--- src/rtl/dig_pkg.sv ---
// Shared constants for the keypad price-entry encoder: key codes, state encoding, limits.
// The optional echo display port is enabled by defining DIG_ENC_ECHO_EN.
package dig_pkg;

    localparam logic [3:0] KEY_POINT = 4'hA;
    localparam logic [3:0] KEY_CLEAR = 4'hB;
    localparam logic [3:0] KEY_ENTER = 4'hC;

    localparam int AMT_W         = 6;
    localparam int DIG_POINT_BIT = 9;

    localparam logic [6:0]  INT_MAX  = 7'd31;
    localparam logic [14:0] DIG_IDLE = 15'h0200;

    // Bit 0 of the state is "entry in progress", bit 2 is "error", so busy/err are plain flop bits.
    typedef enum logic [2:0] {
        ST_IDLE = 3'b000,
        ST_INT  = 3'b001,
        ST_FRAC = 3'b011,
        ST_ERR  = 3'b100
    } state_t;

endpackage

--- src/rtl/dig_enc_bcd2bin.sv ---
// Two-digit BCD to binary conversion used when an entered amount is committed.
module bcd2bin (
    input  logic [3:0] tens,
    input  logic [3:0] ones,
    output logic [6:0] bin
);

    assign bin = ({3'b000, tens} * 7'd10) + {3'b000, ones};

endmodule

--- src/rtl/dig_enc.sv ---
// Keypad price-entry encoder: assembles TT.F from keystrokes and commits it as half-units.
// Defining DIG_ENC_ECHO_EN adds the dig echo display port.
module dig_enc
    import dig_pkg::*;
(
    input  logic             clk,
    input  logic             rst,
    input  logic             key_valid,
    input  logic [3:0]       key_code,
    output logic [AMT_W-1:0] amount,
    output logic             amount_valid,
    output logic             busy,
    output logic             err
`ifdef DIG_ENC_ECHO_EN
    ,
    output logic [14:0]      dig
`endif
);

    // key_code is consumed only on an edge where key_valid is 1; there is no backpressure,
    // so a strobe is accepted every cycle it is asserted.

    state_t     state;
    logic [3:0] tens;
    logic [3:0] ones;
    logic       half;
    logic [1:0] ndig;
    logic       fdig;
    logic [6:0] int_val;
    logic       is_digit;

    bcd2bin u_bcd2bin (
        .tens (tens),
        .ones (ones),
        .bin  (int_val)
    );

    assign is_digit = (key_code <= 4'd9);
    assign busy     = state[0];
    assign err      = state[2];

    always_ff @(posedge clk) begin
        if (rst) begin
            state        <= ST_IDLE;
            tens         <= 4'd0;
            ones         <= 4'd0;
            half         <= 1'b0;
            ndig         <= 2'd0;
            fdig         <= 1'b0;
            amount       <= '0;
            amount_valid <= 1'b0;
        end else begin
            amount_valid <= 1'b0;
            if (key_valid) begin
                if (key_code == KEY_CLEAR) begin
                    state <= ST_IDLE;
                    tens  <= 4'd0;
                    ones  <= 4'd0;
                    half  <= 1'b0;
                    ndig  <= 2'd0;
                    fdig  <= 1'b0;
                end else begin
                    case (state)
                        ST_IDLE: begin
                            if (is_digit) begin
                                ones  <= key_code;
                                ndig  <= 2'd1;
                                state <= ST_INT;
                            end else if (key_code == KEY_POINT) begin
                                tens  <= 4'd0;
                                ones  <= 4'd0;
                                state <= ST_FRAC;
                            end
                        end
                        ST_INT, ST_FRAC: begin
                            if (is_digit) begin
                                if (state == ST_INT && ndig == 2'd1) begin
                                    tens <= ones;
                                    ones <= key_code;
                                    ndig <= 2'd2;
                                end else if (state == ST_FRAC && !fdig &&
                                             (key_code == 4'd0 || key_code == 4'd5)) begin
                                    half <= (key_code == 4'd5);
                                    fdig <= 1'b1;
                                end else begin
                                    state <= ST_ERR;
                                end
                            end else if (key_code == KEY_POINT) begin
                                state <= (state == ST_INT) ? ST_FRAC : ST_ERR;
                            end else if (key_code == KEY_ENTER) begin
                                // Out-of-range totals lock into error; amount keeps its old value.
                                if (int_val > INT_MAX) begin
                                    state <= ST_ERR;
                                end else begin
                                    amount       <= {int_val[4:0], half};
                                    amount_valid <= 1'b1;
                                    state        <= ST_IDLE;
                                    tens         <= 4'd0;
                                    ones         <= 4'd0;
                                    half         <= 1'b0;
                                    ndig         <= 2'd0;
                                    fdig         <= 1'b0;
                                end
                            end
                        end
                        default: ;
                    endcase
                end
            end
        end
    end

`ifdef DIG_ENC_ECHO_EN
    always_comb begin
        dig                = '0;
        dig[13:10]         = tens;
        dig[DIG_POINT_BIT] = 1'b1;
        dig[8:5]           = ones;
        dig[3:0]           = half ? 4'b0101 : 4'b0000;
    end
`endif

endmodule

--- config.mk ---
export PLATFORM = sky130hd
export DESIGN_NAME = dig_enc
export DESIGN_NICKNAME = d
export VERILOG_FILES = /design/src/rtl/dig_pkg.sv /design/src/rtl/dig_enc_bcd2bin.sv /design/src/rtl/dig_enc.sv
export SDC_FILE = /design/constraint.sdc
export NUM_CORES = 1
export LEC_CHECK = 0
export ABC_AREA = 1
export ABC_CLOCK_PERIOD_IN_PS = 3300
export BUFFER_PORTS_ARGS = -buffer_cell sky130_fd_sc_hd__buf_2
export CAP_MARGIN = 20
export CORE_MARGIN = 1
export CORE_UTILIZATION = 58
export DETAILED_ROUTE_END_ITERATION = 10
export HOLD_SLACK_MARGIN = 0.05
export PLACE_DENSITY = 0.79
export SYNTH_ARGS = -nofsm -noshare
export SYNTH_HDL_FRONTEND = slang
export SYNTH_HIERARCHICAL = 1
export SYNTH_SLANG_ARGS = --single-unit
--- constraint.sdc ---
create_clock -name clk -period 3.3 [get_ports clk]
set_input_delay 0.165 -clock clk [delete_from_list [all_inputs] [get_ports clk]]
set_output_delay 0.165 -clock clk [all_outputs]
set_load 0.02 [all_outputs]
# Word level (Yosys, flattened, before mapping)
# Index checks and enable logic that the tools add are counted.
# word_totals
mem_bits_ro	0
regBits	22
mem_count	0
latch_bits	0
inputBits	7
out_inout_bits	9
mem_bits_rw	0
wordCells	106
# classes
add_sub_neg	1
bitwise_logic	7
order_cmp	2
multipliers	1
mux	47
eq_ne	22
shift	0
n_div	0
reduce_logical	18
# ops
cell	n
2-to-1 mux 4 bit	12
2-to-1 mux 3 bit	10
!= test 4 bit (second input constant)	7
AND reduction 7 bit	4
!= test 3 bit (second input constant)	6
one-hot mux 4 bit (2 select lines)	2
2-to-1 mux 1 bit	14
2-to-1 mux 2 bit	7
equality test 4 bit (second input constant)	3
AND reduction 8 bit	1
adder 7 x 4 -> 7 bit	1
greater-than comparator 7 x 5 -> 1 bit (second input constant)	1
NOT 1 bit	7
OR reduction 7 bit	1
multiplier 4 x 3 -> 6 bit (second input constant)	1
one-hot mux 3 bit (2 select lines)	1
AND reduction 6 bit	1
nonzero test 3 bit	2
!= test 5 bit (second input constant)	1
equality test 4 x 3 -> 1 bit (second input constant)	1
less-or-equal comparator 4 bit (second input constant)	1
logical NOT 4 bit	1
one-hot mux 2 bit (2 select lines)	1
equality test 3 x 1 -> 1 bit (second input constant)	1
other kinds (9)	11

# Depth between registers and ports, before layout
# Gate-level depths: netlist of the first run.
# logic_depth
word_depth	9
mapped_depth	18
mapped_depth_nobuf	18

# Cells and area by module
# The synthesis of the first run kept the hierarchy.
# by_module_without_submodules
module	cells_each	area_per_inst_um2	seq_area_each_um2	instances
dig_enc	205	1340.0	440.4	1
bcd2bin	40	271.5	0.0	1

# Worst setup path after synthesis of the first run
# Ideal clock, no wire load.
# synth_path
kind	register to register
start	register tens[1]
end	register ones[2]
period_less_slack_ps	2539
stages_incl_launch_ff	19
setup_ps	113
path_buffers	0
required_time_ps	3187
t_arrival_ps	2426
slack_ps	761
path_cell_list	dfxtp_1 ha_1 ha_1 fa_1 nand2_2 nor2_1 nand2_1 nand3_1 nand2_1 nor2_1 inv_1 nand3_2 nand2_4 nand2_2 nand2_2 nor2_4 nand2_1 nand2_1 nor2_1
# synth_between
elab_chain_cells	5
# synth_rtl
item	line_no	text
from (decl)	dig_enc.sv:24	logic [3:0] tens;
from (signal assigned)	dig_enc.sv:78	tens <= ones;
multiplier 4 x 3 -> 6 bit	dig_enc_bcd2bin.sv:8	assign bin = ({3'b000, tens} * 7'd10) + {3'b000, ones};
adder 7 x 4 -> 7 bit	dig_enc_bcd2bin.sv:8	
via int_val[6]	dig_enc.sv:29	logic [6:0] int_val;
greater-than comparator 7 x 5 -> 1 bit	dig_enc.sv:92	if (int_val > INT_MAX) begin
!= test 4 bit (no source line)	--	
AND reduction 7 bit (no source line)	--	
to (signal assigned)	dig_enc.sv:66	ones <= key_code;
to (signal assigned)	dig_enc.sv:79	ones <= key_code;
to (decl)	dig_enc.sv:25	logic [3:0] ones;
# The timed path passes the listed nets, and every way through them passes these cells.
# A chain may end at the register's enable or synchronous reset.

# Worst setup path in the final report of the first run
# layout_path
start	register tens[1]
end	register ones[1]
# Same word-level chain as after synthesis.

==> results.sh, run 1 <==
export IMPL_num_antenna_cells=0
export IMPL_antenna_left=0
export IMPL_drtPass1Iterations=4
export IMPL_post_drt_wl_per_cell_um=12.2
export IMPL_syn_area_per_cell_um2=6.58
export IMPL_start_util_pct=63.3
export IMPL_pin_count=16
export IMPL_cts_tree="built"
export IMPL_synthDistinctLibCells=31
export IMPL_drt_iter0_markers=40
export IMPL_period_needed_ps=2860
export IMPL_gp_congestion=0.919
export IMPL_setup_viol=0
export IMPL_critPathTopFamily="simple AND/OR/NAND/NOR gates"
export IMPL_grt_usage_pct=28.8
export IMPL_syn_area_um2=1610
export IMPL_p_sw_share_pct=48.8
export IMPL_cap_violations=0
export IMPL_cp_required_ps=3530
export IMPL_p_int_uw=764
export IMPL_synth_fa_ha_area_share_pct=7.92
export IMPL_ys_seq_area_share_pct=27.3
export IMPL_clock_power_share_pct=14.4
export IMPL_power_mw=1.49
export IMPL_hpwl_um=2740
export IMPL_grt_overflow=0
export IMPL_clk_latency_ps=320
export IMPL_dieArea_um2=2990
export IMPL_peakVddDrop_uv=519
export IMPL_route_detailed_drc=0
export IMPL_grt_pass1_wl_um=6100
export IMPL_fin_skew_ps=8.52
export IMPL_fin_nets=279
export IMPL_critical_path_buf_inv_count=1
export IMPL_dp_slack_ps=519
export IMPL_synthXorXnorAreaFrac_pct=1.09
export IMPL_synth_fp_nets=261
export IMPL_min_period_over_period_pct=86.6
export IMPL_crit_path_max_fanout=6
export IMPL_cp_start_kind="flop"
export IMPL_min_path_type="in2reg"
export IMPL_fin_tns_setup_ps=0
export IMPL_cpMaxStageDelayCell="fa_1"
export IMPL_cts_sinks=22
export IMPL_worstMarginPinSlew_ps=589
export IMPL_dr_total_vias=1522
export IMPL_power_leakage_nw=0.997
export IMPL_p_seq_share_pct=28.1
export IMPL_final_layout_size_suffix_gt1_share_pct=19.5
export IMPL_cts_root_buf="clkbuf_4"
export IMPL_yosys_area_share_simple_pct=48.8
export IMPL_synth_top_family_by_area="simple AND/OR/NAND/NOR gates"
export IMPL_p_comb_share_pct=57.4
export IMPL_setup_ws_ps=444
export IMPL_timing_rr_start="tens[1]"
export IMPL_rsz0062_at_grt="false"
export IMPL_cpMostUsedCell="nand2_1"
export IMPL_worstPathArrival_ps=3090
export IMPL_p_per_area_nw_per_um2=842
export IMPL_synth_seq_cells=22
export IMPL_finalWirelength_um=3560
export IMPL_critPathCaptureType="flop"
export IMPL_via_per_inst=5.21
export IMPL_slew_headroom_pct=60.7
export IMPL_hp_start="key_code[0]"
export IMPL_timing_final_max_slew_violations=0
export IMPL_synth_cells=245
export IMPL_cpPeakStageDelay_ps=530
export IMPL_cts_path_max_buffers=2
export IMPL_cp_startpoint="tens[1]"
export IMPL_outcome="finished clean"
export IMPL_portBuffers=15
export IMPL_die_h_um=54.7
export IMPL_p_switching_uw=727
export IMPL_grt_max_degree=22
export IMPL_syn_to_final_growth_pct=9.86
export IMPL_coreArea_um2=2540
export IMPL_clk_transition_reported_paths_ps=130
export IMPL_critical_path_class="reg2reg"
export IMPL_fmax_ghz=0.350
export IMPL_cts_buffers=3
export IMPL_yosys_warnings=6
export IMPL_synth_compound_area_share_pct=6.37
export IMPL_fp_dieW_um=54.7
export IMPL_grt_pass1_vias=1375
export IMPL_antenna_found_initial=0
export IMPL_path_cells="ha_1 > ha_1 > fa_1 > nand2_2 > nor2_1 > nand2_1 > nand3_1 > nand2_1 > nor2_1 > inv_1 > nand3_2 > nand2_4 > nand2_2 > nand2_2 > nor2_4 > nand2_1 > nand2_1 > nor2_1"
export IMPL_post_synth_mux_area_share_pct=0
export IMPL_core_rowCount=18
export IMPL_h_tree_depth=1
export IMPL_cts_setup_buffers=0
export IMPL_finalHoldViolations=0
area by class of cell:
cell class	count	area [um^2]
fill	234	774
sequential	22	440
multi-input combinational	189	1030
clock inverter	1	30.0
inverter	31	121
tap	30	37.5
timing repair buffer	16	85.1
clock buffer	3	22.5
synthesized netlist by cell type:
cell type | instances | area [um^2]
xor2_1 | 1 | 8.76
fa_1 | 2 | 40.0
nor3b_1 | 1 | 7.51
inv_4 | 2 | 12.5
inv_1 | 28 | 105
nand3b_1 | 1 | 7.51
nor2_4 | 2 | 22.5
a21oi_2 | 1 | 8.76
nor2_8 | 1 | 20.0
nand2_2 | 8 | 50.1
buf_2 | 1 | 5.00
nand3_1 | 13 | 65.1
inv_2 | 1 | 3.75
nand2_4 | 4 | 45.0
xnor2_1 | 1 | 8.76
a21oi_1 | 3 | 15.0
o21ai_0 | 11 | 55.1
ha_1 | 7 | 87.6
nand4_1 | 1 | 6.26
nor2_1 | 57 | 214
nand4_2 | 1 | 12.5
clkbuf_1 | 1 | 3.75
dfxtp_1 | 22 | 440
o21bai_1 | 1 | 7.51
a21oi_4 | 1 | 16.3
nand3_4 | 1 | 17.5
buf_4 | 1 | 7.51
nand2_1 | 61 | 229
nor2_2 | 6 | 37.5
nand4_4 | 1 | 21.3
nand3_2 | 3 | 30.0
power groups by stage:
stage,combinational [mW],clock (mW),sequential [mW]
after CTS,0.850,0.212,0.420
after detailed placement,0.835,0,0.425
after floorplan,0.669,0,0.421
after global routing,0.977,0.222,0.432
final,0.856,0.215,0.419
after global placement,0.830,0,0.423
metal layers:
metal / global-route usage (%) / part of all wire (%)
met1: 39.0 / 48
met2: 46.8 / 48
met3: 3.89 / 2.8
met4: 8.55 / 1.2
met5: 0 / 0
flip-flops by register name, summed over array words and instances (netlist names):
signal,cells
amount,6
ones,4
tens,4
state,3
ndig,2
amount_valid,1
fdig,1
half,1
logic make-up after synthesis:
| logic type | Yosys count |
|---|---|
| AOI/OAI and AO/OA | 17 |
| xor gates and xnor gates | 2 |
| adders and majority gates | 9 |
| buffers and inverters | 34 |
| DFF | 22 |
| and+or+nand+nor | 161 |
worst reg2reg max path: cells and delay by family, from the launching register on:
kind | cells | cell delay [ps]
AND/OR/NAND/NOR | 14 | 1220
flip-flops | 1 | 430
buffers and inverters | 1 | 80
adder cells (fa/ha/maj) | 3 | 1030
stage by stage:
stage | util, % | hold WS [ps] | cells | instance area, um^2
after global routing | 69.6 | 257 | 292 | 1770
after floorplan | - | 237 | 245 | 1610
after CTS | 69.6 | 221 | 292 | 1770
after detailed placement | 67.1 | 344 | 287 | 1710
final | 69.6 | 209 | 292 | 1770
after global placement | 67.1 | 341 | 287 | 1710
layout by cell type (no fill, tap or decap), drive strengths merged:
cell         instances
fa                   2
dlygate4sd3          1
o21ai               11
nor2                66
ha                   7
o21bai               1
dfxtp               22
bufinv               1
buf                 15
a21oi                5
nand2               73
nor3b                1
nand3b               1
xor2                 1
nand4                3
clkbuf               3
inv                 31
xnor2                1
nand3               17
worst paths after layout:
path | end | slack [ps] | depth (start not counted)
worst max-delay path | ones[1] | 440 | 18
worst min-delay path | ones[0] | 210 | 5
worst max register to register | ones[1] | 440 | 18
worst min register to register | amount[0] | 510 | 2
timing repair:
item | in CTS | in global routing
endpoints found under the hold margin | 1 | 0
hold buffers | 1 | 0
gates resized for setup | 0 | 0
(Power assumes the default switching activity.)
==> run 2, diff against run 1 <==
--- a/config.mk
+++ b/config.mk
@@ -6,15 +6,14 @@
 export NUM_CORES = 1
 export LEC_CHECK = 0
 export ABC_AREA = 1
-export ABC_CLOCK_PERIOD_IN_PS = 3300
+export ABC_CLOCK_PERIOD_IN_PS = 2400
 export BUFFER_PORTS_ARGS = -buffer_cell sky130_fd_sc_hd__buf_2
 export CAP_MARGIN = 20
 export CORE_MARGIN = 1
-export CORE_UTILIZATION = 58
+export CORE_UTILIZATION = 52
 export DETAILED_ROUTE_END_ITERATION = 10
 export HOLD_SLACK_MARGIN = 0.05
-export PLACE_DENSITY = 0.79
+export PLACE_DENSITY = 0.76
 export SYNTH_ARGS = -nofsm -noshare
 export SYNTH_HDL_FRONTEND = slang
-export SYNTH_HIERARCHICAL = 1
 export SYNTH_SLANG_ARGS = --single-unit
==> constraint.sdc (replaced) <==
create_clock -name clk -period 2.4 [get_ports clk]
set_input_delay 0.12 -clock clk [delete_from_list [all_inputs] [get_ports clk]]
set_output_delay 0.12 -clock clk [all_outputs]
set_load 0.02 [all_outputs]
==> results.sh, run 2 <==
export IMPL_via_per_inst=5.16
export IMPL_critPathCaptureType="flop"
export IMPL_final_common_cell="nand2_1"
export IMPL_power_leakage_nw=0.938
export IMPL_fp_dieW_um=56.3
export IMPL_final_layout_size_suffix_gt1_share_pct=22.1
export IMPL_syn_area_per_cell_um2=6.49
export IMPL_dr_total_vias=1512
export IMPL_portBuffers=15
export IMPL_cts_hold_fix_buffers=0
export IMPL_period_needed_ps=2280
export IMPL_cts_sinks=22
export IMPL_yosysMostFrequentCell="nand2_1"
export IMPL_final_cells=293
export IMPL_fin_skew_ps=7.81
export IMPL_drt_iter0_markers=70
export IMPL_holdPathStages=2
export IMPL_synthDistinctLibCells=27
export IMPL_fin_tns_setup_ps=0
export IMPL_largest_register="amount"
export IMPL_grt_overflow=0
export IMPL_route_detailed_drc=0
export IMPL_yosys_warnings=0
export IMPL_route_met3_wl_um=181
export IMPL_cpMostUsedCell="nand2_1"
export IMPL_coreArea_um2=2780
export IMPL_post_place_cells=285
export IMPL_yosys_area_top_type="dfxtp_1"
export IMPL_h_tree_depth=1
export IMPL_crit_path_max_fanout=3
export IMPL_peakVddDrop_uv=733
export IMPL_hpwl_um=2570
export IMPL_finalWirelength_um=3420
export IMPL_cpMaxStageDelayCell="fa_1"
export IMPL_grt_pass1_wl_um=5670
export IMPL_fmax_ghz=0.439
export IMPL_r2r_cells=14
export IMPL_grt_usage_pct=22.6
export IMPL_slew_headroom_pct=70.4
export IMPL_grt_max_degree=14
export IMPL_antenna_left=0
export IMPL_worstPathArrival_ps=2530
export IMPL_core_rowCount=19
export IMPL_fin_nets=279
export IMPL_cts_path_max_buffers=2
export IMPL_synth_edf_count=0
export IMPL_clk_latency_ps=320
export IMPL_ys_seq_area_share_pct=28.7
export IMPL_synth_cells=236
export IMPL_layout_common_cells="nand2_1 (60), inv_1 (43), nor2_1 (27)"
export IMPL_cp_start_kind="flop"
export IMPL_cp_required_ps=2650
export IMPL_critical_path_class="reg2reg"
export IMPL_outcome="finished clean"
export IMPL_finalHoldViolations=0
export IMPL_hold_worst_slack_ps=105
export IMPL_gp_congestion=0.896
export IMPL_min_period_over_period_pct=94.9
export IMPL_top_regs="amount x6, ones x4, tens x4"
export IMPL_synthTopCellsByArea="dfxtp_1 (29%), nand2_1 (15%), inv_1 (11%)"
export IMPL_worstMarginPinSlew_ps=443
export IMPL_ys_flop_type="dfxtp_1"
export IMPL_cap_violations=0
export IMPL_cts_buffers=3
export IMPL_pin_count=16
export IMPL_wl_met2_um=1620
export IMPL_cts_root_buf="clkbuf_4"
export IMPL_highest_layer="met4"
export IMPL_drtPass1Iterations=4
export IMPL_rsz0062_at_grt="false"
export IMPL_min_path_type="in2reg"
export IMPL_synth_seq_cells=22
export IMPL_syn_area_um2=1530
export IMPL_die_h_um=56.3
export IMPL_start_util_pct=55.1
export IMPL_largest_reg_flops=6
export IMPL_syn_to_final_growth_pct=19.8
export IMPL_synth_fp_nets=252
export IMPL_cts_tree="built"
export IMPL_yosys_top_cells_count="nand2_1 (62), inv_1 (44), nor2_1 (29), dfxtp_1 (22), nand3_1 (17)"
export IMPL_p_per_area_nw_per_um2=744
export IMPL_clk_transition_reported_paths_ps=120
export IMPL_post_drt_wl_per_cell_um=11.7
export IMPL_cpPeakStageDelay_ps=540
export IMPL_async_flop_share_pct=0
export IMPL_setup_viol=0
export IMPL_synth_top_area_share_pct=28.7
export IMPL_num_antenna_cells=0
export IMPL_dieArea_um2=3170
export IMPL_antenna_found_initial=0
export IMPL_met1_length_um=1580
export IMPL_timing_final_max_slew_violations=0
export IMPL_path_cells="ha_4 > ha_2 > fa_1 > nand2_2 > nor2_1 > nand2_1 > nand3_2 > nand3_4 > inv_2 > nand2_2 > buf_4 > nand2_1 > nand2_1 > a31oi_1"
export IMPL_grt_pass1_vias=1322
[run 2: cell type report]
class | count | area [um^2]
clock inverters | 1 | 30.0
clock buffers | 3 | 22.5
well taps | 31 | 38.8
fillers | 253 | 945
multi-input cells | 166 | 975
flip-flops and latches | 22 | 444
repair buffers | 25 | 158
inverters | 45 | 169
[run 2: critical path, delay by kind of cell, from the launching register on]
| kind | cells | cell delay [ps] |
|---|---|---|
| simple gates | 8 | 540 |
| buf+inv | 2 | 230 |
| fa+ha+maj | 3 | 930 |
| compound gates | 1 | 140 |
| flops | 1 | 360 |
[run 2: timing repair]
action	in CTS	in global routing
gates resized for setup	7	12
buffers inserted	1	3
pin swaps	5	1
endpoints found under the setup margin	14	20
gates cloned	0	0
[run 2: power by group]
part	total [mW]	internal (mW)	switching, mW
Clock	0.283	0.169	0.114
Combinational	0.626	0.244	0.382
Sequential	0.457	0.418	0.0385
[run 2: path summary, 6_finish.rpt]
| check | start | endpoint | slack (ps) |
|---|---|---|---|
| worst min-delay path | rst | amount[3] | 110 |
| worst max-delay path | tens[1] | amount[5] | 120 |
| worst max register to register | tens[1] | amount[5] | 120 |
| worst min register to register | amount[1] | amount[1] | 460 |
[run 2: cells by family (layout without fill, tap and decap cells)]
group,after synthesis,after routing,synth area share (%)
AO/OA/AOI/OAI,16,16,6.20
XOR/XNOR,3,3,1.71
adder cells (fa/ha/maj),9,9,8.33
buffers and inverters,48,74,12.1
flip-flops,22,22,28.7
AND/OR/NAND/NOR,138,138,42.9
[run 2: metrics by stage]
stage / worst slack [ps] / total power, mW / util (%) / cell area [um^2]
floorplan: 93.7 / 0.871 / - / 1530
global route: 8.34 / 1.46 / 66.0 / 1840
CTS: 24.0 / 1.32 / 63.5 / 1770
global placement: -2.77 / 1.02 / 60.2 / 1680
finish: 121 / 1.37 / 66.0 / 1840
detailed placement: -28.1 / 1.01 / 60.2 / 1680
[run 2: routing by layer]
metal	GRT usage, %	vias up
met2	37.1	48
met4	6.27	0
met1	31.0	665
met3	3.46	5
li1	-	794
met5	0	-
==> run 3, diff against run 2 <==
--- a/config.mk
+++ b/config.mk
@@ -10,10 +10,11 @@
 export BUFFER_PORTS_ARGS = -buffer_cell sky130_fd_sc_hd__buf_2
 export CAP_MARGIN = 20
 export CORE_MARGIN = 1
-export CORE_UTILIZATION = 52
+export CORE_UTILIZATION = 53
 export DETAILED_ROUTE_END_ITERATION = 10
 export HOLD_SLACK_MARGIN = 0.05
-export PLACE_DENSITY = 0.76
+export PLACE_DENSITY = 0.77
 export SYNTH_ARGS = -nofsm -noshare
 export SYNTH_HDL_FRONTEND = slang
+export SYNTH_HIERARCHICAL = 1
 export SYNTH_SLANG_ARGS = --single-unit
==> results.sh, run 3 (synthesized netlist as in run 1, its figures left out) <==
export IMPL_p_per_area_nw_per_um2=1180
export IMPL_violations="design-rule violations, negative setup slack"
export IMPL_cts_path_max_buffers=2
export IMPL_drtPass1Iterations=8
export IMPL_power_leakage_nw=1.05
export IMPL_antenna_found_initial=0
export IMPL_route_detailed_drc=5
export IMPL_portBuffers=15
export IMPL_grt_overflow=0
export IMPL_final_common_cell="nand2_1"
export IMPL_gp_congestion=0.901
export IMPL_fin_tns_setup_ps=-1980
export IMPL_peakVddDrop_uv=681
export IMPL_fill_cells=258
export IMPL_hpwl_um=2670
export IMPL_setup_viol=20
export IMPL_cts_sinks=22
export IMPL_setup_ws_ps=-143
export IMPL_dr_total_vias=1519
export IMPL_cap_violations=0
export IMPL_clk_transition_reported_paths_ps=140
export IMPL_hold_worst_slack_ps=158
export IMPL_syn_to_final_growth_pct=20.0
export IMPL_critPathCaptureType="flop"
export IMPL_fin_skew_ps=7.49
export IMPL_crit_path_max_fanout=6
export IMPL_worstMarginPinSlew_ps=599
export IMPL_via_per_inst=5.01
export IMPL_grt_usage_pct=23.6
export IMPL_core_rowCount=19
export IMPL_clk_latency_ps=310
export IMPL_fp_dieW_um=57.1
export IMPL_pin_count=16
export IMPL_grt_pass1_wl_um=6100
export IMPL_fin_nets=289
export IMPL_start_util_pct=57.0
export IMPL_final_layout_size_suffix_gt1_share_pct=27.2
export IMPL_cp_required_ps=2620
export IMPL_post_drt_wl_per_cell_um=11.7
export IMPL_min_path_type="in2reg"
export IMPL_power_mw=2.28
export IMPL_coreArea_um2=2830
export IMPL_largest_register="amount"
export IMPL_rsz0062_at_grt="true"
export IMPL_critical_path_class="reg2reg"
export IMPL_fmax_ghz=0.393
export IMPL_postLayoutCoreUtil_pct=68.3
export IMPL_cts_buffers=3
export IMPL_largest_reg_flops=6
export IMPL_timing_final_max_slew_violations=0
export IMPL_grt_max_degree=22
export IMPL_cp_start_kind="flop"
export IMPL_finalWirelength_um=3540
export IMPL_die_h_um=57.1
export IMPL_layout_common_cells="nand2_1 (59), nor2_1 (54), inv_1 (26)"
export IMPL_cts_tree="built"
export IMPL_outcome="finished, violations left"
export IMPL_dp_slack_ps=-133
export IMPL_drt_iter0_markers=84
export IMPL_h_tree_depth=1
export IMPL_min_period_over_period_pct=106
export IMPL_antenna_left=0
export IMPL_dieArea_um2=3260
export IMPL_cts_root_buf="clkbuf_4"
export IMPL_top_regs="amount x6, ones x4, tens x4"
export IMPL_period_needed_ps=2540
export IMPL_slew_headroom_pct=60.1
export IMPL_num_antenna_cells=0
export IMPL_regArea_um2=448
export IMPL_finalHoldViolations=0
export IMPL_worstPathArrival_ps=2760
export IMPL_multiInputGateArea_um2=1110
export IMPL_grt_pass1_vias=1374
[run 3: cell types whose count changed in the layout (fill, tap and decap cells not counted), moves of 3 or more]
cell / previous run / this run
nand2_4: 1 / 6
dfxtp_2: 3 / 0
a21oi_1: 7 / 3
nor3_1: 4 / 0
nand2_2: 4 / 8
o21ai_0: 3 / 10
inv_1: 43 / 26
nor2_1: 27 / 54
nand3_1: 15 / 11
nand4_1: 10 / 1
[run 3: timing repair]
| action | 4_1_cts | 5_1_grt |
|---|---|---|
| endpoints found under the hold margin | 1 | 0 |
| pin swaps | 6 | 5 |
| cloned | 0 | 0 |
| resized for setup | 4 | 11 |
| buffers inserted | 2 | 2 |
| hold buffers | 1 | 0 |
| endpoints found under the setup margin | 18 | 19 |
[run 3: metal layers]
metal,GRT usage [%],up-vias,wire length [um]
li1,-,811,-
met1,33.5,677,1720
met2,38.7,27,1700
met3,2.72,4,86
met4,4.88,0,37
met5,0,-,0
[run 3: cell type report]
class / instances / share of cell area (%)
multi-input combinational: 189 / 57.3
clock buffer: 3 / 1.17
tap: 31 / 2.01
timing repair buffer: 26 / 8.48
sequential: 22 / 23.2
clock inverter: 1 / 1.55
inverter: 31 / 6.28
[run 3: worst max-delay path, stage by stage (launching register included)]
cell and delay [ps]:
dfxtp_4 380, ha_4 240, ha_4 150, fa_1 520, nand2_2 70, nor2_1 100, nand2_1 60, nand3_1 60
nand2_1 60, nor2_2 120, inv_1 60, nand3_2 90, nand2_4 80, nand2_4 80, nand2_4 60, nor2_4 130
nand2_1 80, nand2_1 60, nor2_1 50
[run 3: worst paths after layout]
check | start | slack, ps | end | depth (start not counted)
max | tens[3] | -140 | ones[2] | 18
max reg2reg | tens[3] | -140 | ones[2] | 18
min reg2reg | fdig | 500 | fdig | 2
min | key_code[0] | 160 | ones[0] | 5
[run 3: power by group]
part	internal [mW]	leakage (nW)	switching (mW)
logic	0.563	0.841	0.853
registers	0.477	0.181	0.0949
clock network	0.169	0.0279	0.124
[run 3: metrics by stage]
stage / area (um^2) / cells
after floorplan: 1650 / 245
after detailed placement: 1790 / 294
after global placement: 1790 / 294
after global routing: 1930 / 303
final: 1930 / 303
after CTS: 1880 / 301
